`config.mk`:
```
export PLATFORM = sky130hd
export DESIGN_NAME = spad_event_counter
export DESIGN_NICKNAME = d
export VERILOG_FILES = /design/src/rtl/spad_event_counter.sv
export SDC_FILE = /design/constraint.sdc
export NUM_CORES = 1
export LEC_CHECK = 0
export CELL_PAD_IN_SITES_DETAIL_PLACEMENT = 1
export CELL_PAD_IN_SITES_GLOBAL_PLACEMENT = 1
export CORE_MARGIN = 5
export CORE_UTILIZATION = 40
export CTS_BUF_LIST = sky130_fd_sc_hd__clkbuf_8
export DETAILED_ROUTE_END_ITERATION = 7
export GPL_TIMING_DRIVEN = 1
export MAX_ROUTING_LAYER = met4
export PLACE_DENSITY = 0.76
export SETUP_SLACK_MARGIN = 0.4
export SLEW_MARGIN = 25
export SYNTH_ARGS = -nofsm -noshare
export SYNTH_HDL_FRONTEND = slang
export SYNTH_SLANG_ARGS = --single-unit
```
`constraint.sdc`:
```
create_clock -name clk -period 5.2 [get_ports clk]
set_clock_uncertainty 0.1 [all_clocks]
set_input_delay 1.04 -clock clk [delete_from_list [all_inputs] [get_ports clk]]
set_output_delay 1.04 -clock clk [all_outputs]
set_load 0.05 [all_outputs]
```
`src/rtl/spad_event_counter.sv`:
```
// SPAD receive path: synchronises the avalanche comparator, issues quench
// requests, applies a dead-time and counts photon events per gate window.
module spad_event_counter #(
    parameter int CNT_W          = 16,
    parameter int GATE_CYCLES    = 10000,
    parameter int HOLDOFF_CYCLES = 8,
    parameter int GATE_W         = 14
) (
    input  logic             clk,
    input  logic             rst_n,
    input  logic             aval_in,
    input  logic             enable,
    output logic             quench_req,
    output logic             holdoff_active,
    output logic [CNT_W-1:0] count_out,
    output logic             count_valid,
    output logic             overflow,
    output logic [3:0]       led
);

    localparam int HO_W = (HOLDOFF_CYCLES > 1) ? $clog2(HOLDOFF_CYCLES) : 1;
    localparam logic [GATE_W-1:0] GATE_LAST = GATE_W'(GATE_CYCLES - 1);
    localparam logic [HO_W-1:0]   HOLD_LOAD = HO_W'(HOLDOFF_CYCLES - 1);

    typedef enum logic [1:0] {
        IDLE    = 2'd0,
        ARMED   = 2'd1,
        HOLDOFF = 2'd2
    } state_t;

    state_t             state_q, state_d;
    logic               aval_s1_q, aval_s2_q, aval_d_q;
    logic [HO_W-1:0]    hold_q, hold_d;
    logic [GATE_W-1:0]  gate_q, gate_d;
    logic [CNT_W-1:0]   events_q, events_d;
    logic               sat_q, sat_d;
    logic               quench_q, quench_d;
    logic [CNT_W-1:0]   count_out_q, count_out_d;
    logic               overflow_q, overflow_d;
    logic               valid_q, valid_d;
    logic               toggle_q, toggle_d;
    logic               led_en_q;
    logic               aval_edge;

    assign aval_edge = aval_s2_q & ~aval_d_q;

    always_comb begin
        state_d     = state_q;
        hold_d      = hold_q;
        gate_d      = gate_q;
        events_d    = events_q;
        sat_d       = sat_q;
        quench_d    = 1'b0;
        count_out_d = count_out_q;
        overflow_d  = overflow_q;
        valid_d     = 1'b0;
        toggle_d    = toggle_q;

        if (!enable) begin
            // Abort: partial window is discarded, published results are kept.
            state_d  = IDLE;
            gate_d   = '0;
            events_d = '0;
            sat_d    = 1'b0;
        end else begin
            case (state_q)
                IDLE: begin
                    state_d  = ARMED;
                    gate_d   = '0;
                    events_d = '0;
                    sat_d    = 1'b0;
                end
                ARMED: begin
                    if (aval_edge) begin
                        quench_d = 1'b1;
                        if (&events_q) begin
                            sat_d = 1'b1;
                        end else begin
                            events_d = events_q + CNT_W'(1);
                        end
                        hold_d  = HOLD_LOAD;
                        state_d = HOLDOFF;
                    end
                end
                HOLDOFF: begin
                    // A diode stuck high keeps us here until the line drops.
                    if (hold_q != '0) begin
                        hold_d = hold_q - HO_W'(1);
                    end else if (!aval_s2_q) begin
                        state_d = ARMED;
                    end
                end
                default: state_d = IDLE;
            endcase

            if (state_q != IDLE) begin
                if (gate_q == GATE_LAST) begin
                    count_out_d = events_d;
                    overflow_d  = sat_d;
                    valid_d     = 1'b1;
                    toggle_d    = ~toggle_q;
                    events_d    = '0;
                    sat_d       = 1'b0;
                    gate_d      = '0;
                end else begin
                    gate_d = gate_q + GATE_W'(1);
                end
            end
        end
    end

    always_ff @(posedge clk) begin
        if (!rst_n) begin
            aval_s1_q   <= 1'b0;
            aval_s2_q   <= 1'b0;
            aval_d_q    <= 1'b0;
            state_q     <= IDLE;
            hold_q      <= '0;
            gate_q      <= '0;
            events_q    <= '0;
            sat_q       <= 1'b0;
            quench_q    <= 1'b0;
            count_out_q <= '0;
            overflow_q  <= 1'b0;
            valid_q     <= 1'b0;
            toggle_q    <= 1'b0;
            led_en_q    <= 1'b0;
        end else begin
            aval_s1_q   <= aval_in;
            aval_s2_q   <= aval_s1_q;
            aval_d_q    <= aval_s2_q;
            state_q     <= state_d;
            hold_q      <= hold_d;
            gate_q      <= gate_d;
            events_q    <= events_d;
            sat_q       <= sat_d;
            quench_q    <= quench_d;
            count_out_q <= count_out_d;
            overflow_q  <= overflow_d;
            valid_q     <= valid_d;
            toggle_q    <= toggle_d;
            led_en_q    <= enable;
        end
    end

    assign quench_req     = quench_q;
    assign holdoff_active = (state_q == HOLDOFF);
    assign count_out      = count_out_q;
    assign count_valid    = valid_q;
    assign overflow       = overflow_q;
    assign led            = {overflow_q, toggle_q, holdoff_active, led_en_q};

endmodule

```
; ---- Yosys cells after proc, flatten, opt, wreduce, memory -nomap -nowiden
; Index checks and enable logic that the tools add are counted.
[totals]
regBits = 60
inputBits = 4
out_inout_bits = 24
word_cells = 61
[classes]
addsub = 3
n_eq_ne = 7
muxes = 22
bitwise = 3
reduce_logical = 12
[op_table]
columns = operator, n
row1 = $mux 16, 4
row2 = $mux 14, 3
row3 = $pmux 16 s2, 1
row4 = $add 16x1->16 const B, 1
row5 = $reduce_and 16->1, 1
row6 = $add 14x1->14 const B, 1
row7 = $eq 14x14->1 const B, 1
row8 = $reduce_and 3->1, 4
row9 = $mux 1, 6
row10 = $mux 2, 3
row11 = $mux 3, 2
row12 = $ne 2x2->1 const B, 3
row13 = $pmux 2 s3, 1
row14 = $pmux 3 s2, 1
row15 = $reduce_bool 2->1, 3
row16 = $reduce_and 4->1, 1
row17 = $reduce_bool 3->1, 1
row18 = $sub 3x1->3 const B, 1
row19 = $eq 2x1->1 const B, 1
row20 = $eq 2x2->1 const B, 1
row21 = $logic_not 2->1, 1
row22 = $ne 2x1->1 const B, 1
row23 = $not 1->1, 2
row24 = $pmux 1 s2, 1
row25 = 2 further kinds, 2

; ---- Longest topological paths before layout
; Gate-level depths: netlist of run 1.
[logic_depth]
ltp_word = 6
depth_mapped = 8
ltp_nobuf = 7

; ---- Least setup slack after synthesis of run 1
; No wires, ideal clock.
[synth_timing]
path_kind = register to output
start = register state_q[0]
end = output port led[1]
arrival_ns = 1.701
slack_ns = 2.359
stages_incl_launch_ff = 4
path_buffers = 2
path_cell_list = dfxtp_1 -> clkbuf_1 -> nor2b_1 -> buf_4
[synth_between]
elab_chain_len = 1
[synth_rtl]
columns = item, line_no
row1 = from (decl), 31  ; state_t state_q, state_d;
row2 = from (signal assigned), 132  ; state_q <= state_d;
row3 = $eq 2x2->1, 147  ; assign holdoff_active = (state_q == HOLDOFF);
row4 = to (decl), 18  ; output logic [3:0] led
; Every way passes these cells.

; ---- Worst setup path after layout of run 1
[layout_timing]
start = register state_q[1]
end = output port holdoff_active
[layout_between]
elab_chain_len = 1
[layout_rtl]
columns = item, line_no
row1 = $eq 2x2->1, 147
row2 = to (decl), 14  ; output logic holdoff_active,
; Every way passes these cells.

==> results of run 1 <==
## final cells by class
type | instances | area (sq um)
inverters | 11 | 41.29
repair buffers | 28 | 277.8
fillers | 745 | 3244
clock buffers | 10 | 137.6
multi-input cells | 206 | 1236
clock inverters | 6 | 78.83
flip-flops and latches | 60 | 1201
well taps | 77 | 96.34
## cell families (layout without fill, tap and decap cells)
family / count (synthesis) / after routing / share of synthesized area (%)
adder cells (fa/ha/maj): 4 / 4 / 1.929
XOR/XNOR: 23 / 23 / 7.763
AO/OA/AOI/OAI: 51 / 51 / 12.34
AND/OR/NAND/NOR: 128 / 128 / 25.56
flip-flops: 60 / 60 / 46.29
buffers and inverters: 31 / 55 / 6.123
## layer usage
metal	track usage (%)	vias up
met3	5.083	13
met5	-	-
met4	7.692	0
met2	26.09	28
met1	18.45	1045
li1	-	1073
## state kept, by name (all words and copies together), names as in the netlist
signal	cells
count_out	16
events_q	16
gate_q	14
hold_q	3
state_q	2
aval_d_q	1
aval_s1_q	1
aval_s2_q	1
count_valid	1
led_en_q	1
overflow	1
quench_req	1
sat_q	1
toggle_q	1
## synth_stat cells, types with 7 or more instances
cell type	count	area share, %
xor2_1	14	4.7
nand2_1	16	2.3
a21oi_1	18	3.5
xnor2_1	9	3.0
o21ai_0	14	2.7
nand3_1	18	3.5
nor2_1	44	6.4
nand4_1	10	2.4
buf_2	7	1.3
dfxtp_1	60	46
inv_1	11	1.6
## metrics by stage
step / setup WS (ns) / util (%) / hold slack (ns)
detailed placement: 1.719 / 45.18 / 0.3307
CTS: 1.852 / 48.61 / 0.3462
finish: 1.883 / 48.61 / 0.3428
global route: 1.756 / 48.61 / 0.3719
floorplan: 2.359 / - / 0.3119
global placement: 1.660 / 45.16 / 0.3205
## where the power goes
part / total (mW) / switching, mW / internal, mW
Sequential: 0.464 / 0.00243 / 0.462
Combinational: 0.0202 / 0.0132 / 0.00703
Clock: 0.461 / 0.183 / 0.278
Total: 0.946 / 0.198 / 0.747
## worst paths after layout
kind,start,endpoint
min,aval_s1_q$_SDFF_PN0_,aval_s2_q$_SDFF_PN0_
max reg2reg,gate_q[7]$_SDFF_PN0_,count_out[12]$_SDFFE_PN0P_
max,state_q[1]$_SDFFE_PN0P_,holdoff_active
min reg2reg,aval_s1_q$_SDFF_PN0_,aval_s2_q$_SDFF_PN0_
==> flow_summary.toml, run 1 <==
[status]
status = "complete, no violations"

[detailed_routing]
dr.pass1.iters = 4
wl_microns = 6122
dr_wl_met2_microns = 2917
vias = 2159
drt_iter0_markers = 122
routed_via_density = 5.425
wl_per_cell_microns = 15.38
drc = 0
met1Wirelength_microns = 2833
ant_nets = 0
met3_wirelength_microns = 224
top_layer = "met4"

[clock_network]
clock_latency_ns = 0.34
cts_tree = "done"
cts.clk_slew.worst_paths_ns = 0.06
clockBufferDepth = 2
postCtsSetupBuffers = 0
hold_buffers = 0
cts_root_buf = "clkbuf_8"
numCtsBuffers = 9
htreeDepth = 3
clock_sinks = 60
cts_resized = 0

[cells_and_area]
mostFrequentLayoutCell = "dfxtp_1"
final_nets = 324
finalInstanceArea_sq_um = 3069
syn_to_final_growth_pct = 18.27
drive_above_1_share_pct = 6.231
stdcell_count = 398
layout_common_cells = "60 x dfxtp_1, 44 x nor2_1, 27 x clkdlybuf4s50_1, 18 x nand3_1, 18 x a21oi_1"
antenna_cells = 0

[timing]
timing.final.crit_share_pct = 63.79
period_minus_slack_ns = 3.317
final_hold_viol_count = 0
setup_tns_ns = 0
fmax_mhz = 301.5
drv_slew = 0
slew_headroom_pct = 46.39
worst_pin_slew_ns = 0.7967
finalSetupViolCount = 0
rsz0062_at_grt = "false"

[synthesis]
syn-num-nets = 305
syn_avg_cell_area_sq_um = 8.737
yosys_warnings = 0
yosysSeqAreaShare_pct = 46.29
synthCells = 297
ys_types = 47
syn_area_sq_um = 2595
synth_flop_cell = "dfxtp_1"
synth_seq_cells = 60
synth_edf_count = 0
async_reset_ff_share_pct = 0

[die]
rows = 29
start_util_pct = 41.10
num_io_pins = 28
die_area_sq_um = 8198
coreArea_sq_um = 6314
die_h_microns = 90.55
die_w_microns = 90.55

[worst_setup_path]
crit_type = "reg -> out"
worstPathCellList = "nor2b_1 > clkdlybuf4s50_1"
slowest_delay_ns = 0.89
cp_data_arrival_time_ns = 2.18
cp.depth = 2
path_buf_inv = 1
cp-start-kind = "register"
required_ns = 4.06
endpoint_kind = "output port"
reg2reg_slack_ns = 2.36
path_max_fanout = 10
reg2regPathDepth = 6
crit_family = "buffers and inverters"
crit_slowest_cell = "clkdlybuf4s50_1"

[global_routing]
grt_remaining_overflow = 0
antenna_found_initial = 0
grt_pass1_vias = 2223
grt_max_degree = 32
gr-usage-all-layers_pct = 16.30
grt_pass1_wl_microns = 10530

[min_path]
hold_path_depth = 1
min_path_type = "reg -> reg"

[pwr]
p_per_area_nw_per_um2 = 308.2
p_leak_nw = 1.053
total_power_mw = 0.9458
ir_drop_uv = 153.8

[place]
place_congestion = 0.8167
dpl.hpwl_microns = 4270
placed_area_sq_um = 2853
numPortBuffers = 27
dp_cells = 382

[flow_run]
cap_viol_max_count = 0
No activity file was read; power rests on OpenSTA's default activity.
==> inputs of run 2 (changes only) <==
clock period = 3.1 ns   (was 5.2 ns; I/O delays follow)
==> flow_summary.toml, run 2 (same netlist as run 1, synthesis figures left out) <==
[place]
numPortBuffers = 27
dpl.hpwl_microns = 4330
dp_cells = 384
place_congestion = 0.8156

[die]
die_h_microns = 90.55
die_area_sq_um = 8198
num_io_pins = 28
rows = 29
die_w_microns = 90.55
coreArea_sq_um = 6314
start_util_pct = 41.10

[timing]
setup_tns_ns = 0
fmax_mhz = 395.1
period_minus_slack_ns = 2.531
slew_headroom_pct = 45.47
rsz0062_at_grt = "false"
finalSetupViolCount = 0
hold_ws_ns = 0.3557
drv_slew = 0
final_hold_viol_count = 0
timing.final.crit_share_pct = 81.65
worst_pin_slew_ns = 0.8105

[clock_network]
clockBufferDepth = 2
clock_sinks = 60
cts_root_buf = "clkbuf_8"
cts.clk_slew.worst_paths_ns = 0.07
htreeDepth = 3
clock_latency_ns = 0.34
numCtsBuffers = 9
cts_tree = "done"

[worst_setup_path]
critPathLaunch = "state_q[1]$_SDFFE_PN0P_"
cp-start-kind = "register"
path_max_fanout = 10
cp_data_arrival_time_ns = 1.81
crit_type = "reg -> out"
required_ns = 2.38
endpoint_kind = "output port"
r2r-start = "gate_q[7]$_SDFF_PN0_"

[detailed_routing]
vias = 2121
drt_iter0_markers = 103
routed_via_density = 5.303
dr.pass1.iters = 4
ant_nets = 0
wl_per_cell_microns = 15.28
drc = 0
wl_microns = 6112

[cells_and_area]
antenna_cells = 0
mostFrequentLayoutCell = "dfxtp_1"
multi_input_area_sq_um = 1235
drive_above_1_share_pct = 6.811
syn_to_final_growth_pct = 21.22
fin_util_pct = 49.82
final_nets = 326
fillers = 745
seq_area_sq_um = 1201
stdcell_count = 400
layout_common_cells = "60 x dfxtp_1, 44 x nor2_1, 25 x clkdlybuf4s50_1, 18 x nand3_1, 18 x a21oi_1"

[pwr]
p_leak_nw = 1.092
p_per_area_nw_per_um2 = 553.8
total_power_mw = 1.742
ir_drop_uv = 197.8

[global_routing]
grt_remaining_overflow = 0
grt_pass1_vias = 2194
grt_pass1_wl_microns = 10530
grt_max_degree = 32
antenna_found_initial = 0
gr-usage-all-layers_pct = 16.32

[flow_run]
cap_viol_max_count = 0

[min_path]
min_path_type = "reg -> reg"
min_from = "aval_s1_q$_SDFF_PN0_"

[status]
status = "complete, no violations"
## run 2: power by group
part | internal, mW | switching (mW)
clock network | 0.622 | 0.305
logic | 0.0129 | 0.0228
registers | 0.775 | 0.00416
total | 1.41 | 0.332
## run 2: path summary, 6_finish.rpt
path | depth (start not counted) | slack [ns] | to
hold / removal | 1 | 0.36 | aval_s2_q$_SDFF_PN0_
setup reg to reg | 6 | 0.79 | count_out[9]$_SDFFE_PN0P_
hold reg to reg | 1 | 0.36 | aval_s2_q$_SDFF_PN0_
setup / recovery | 2 | 0.57 | holdoff_active
## run 2: stage by stage
stage	setup slack (ns)	area, sq um
floorplan	0.6788	2595
global placement	0.6619	2879
detailed placement	0.6182	2879
CTS	0.5541	3146
global route	0.4433	3146
finish	0.5690	3146
## run 2: what timing repair did
action	in CTS	in global routing
resized for setup	2	0
hold buffers	0	0
buffers inserted	0	0
endpoints found under the setup margin	2	0
## run 2: per-layer routing
| layer | up-vias | wire length (microns) | GRT usage, % |
|---|---|---|---|
| li1 | 1073 | - | - |
| met4 | 0 | 129 | 7.444 |
| met2 | 25 | 2908 | 26.03 |
| met1 | 1011 | 2855 | 18.99 |
| met3 | 12 | 218 | 4.583 |
| met5 | - | 0 | - |
## run 2: layout make-up
type / instances / area share (%)
tap: 77 / 3.063
timing repair buffer: 30 / 9.626
clock inverter: 3 / 2.864
multi-input combinational: 206 / 39.26
sequential: 60 / 38.19
inverter: 11 / 1.313
clock buffer: 13 / 5.688
## run 2: critical path: stages, from the launching register on
cell and delay, ns:
dfxtp_1 0.48, nor2b_1 0.40, dlygate4sd2_1 0.59
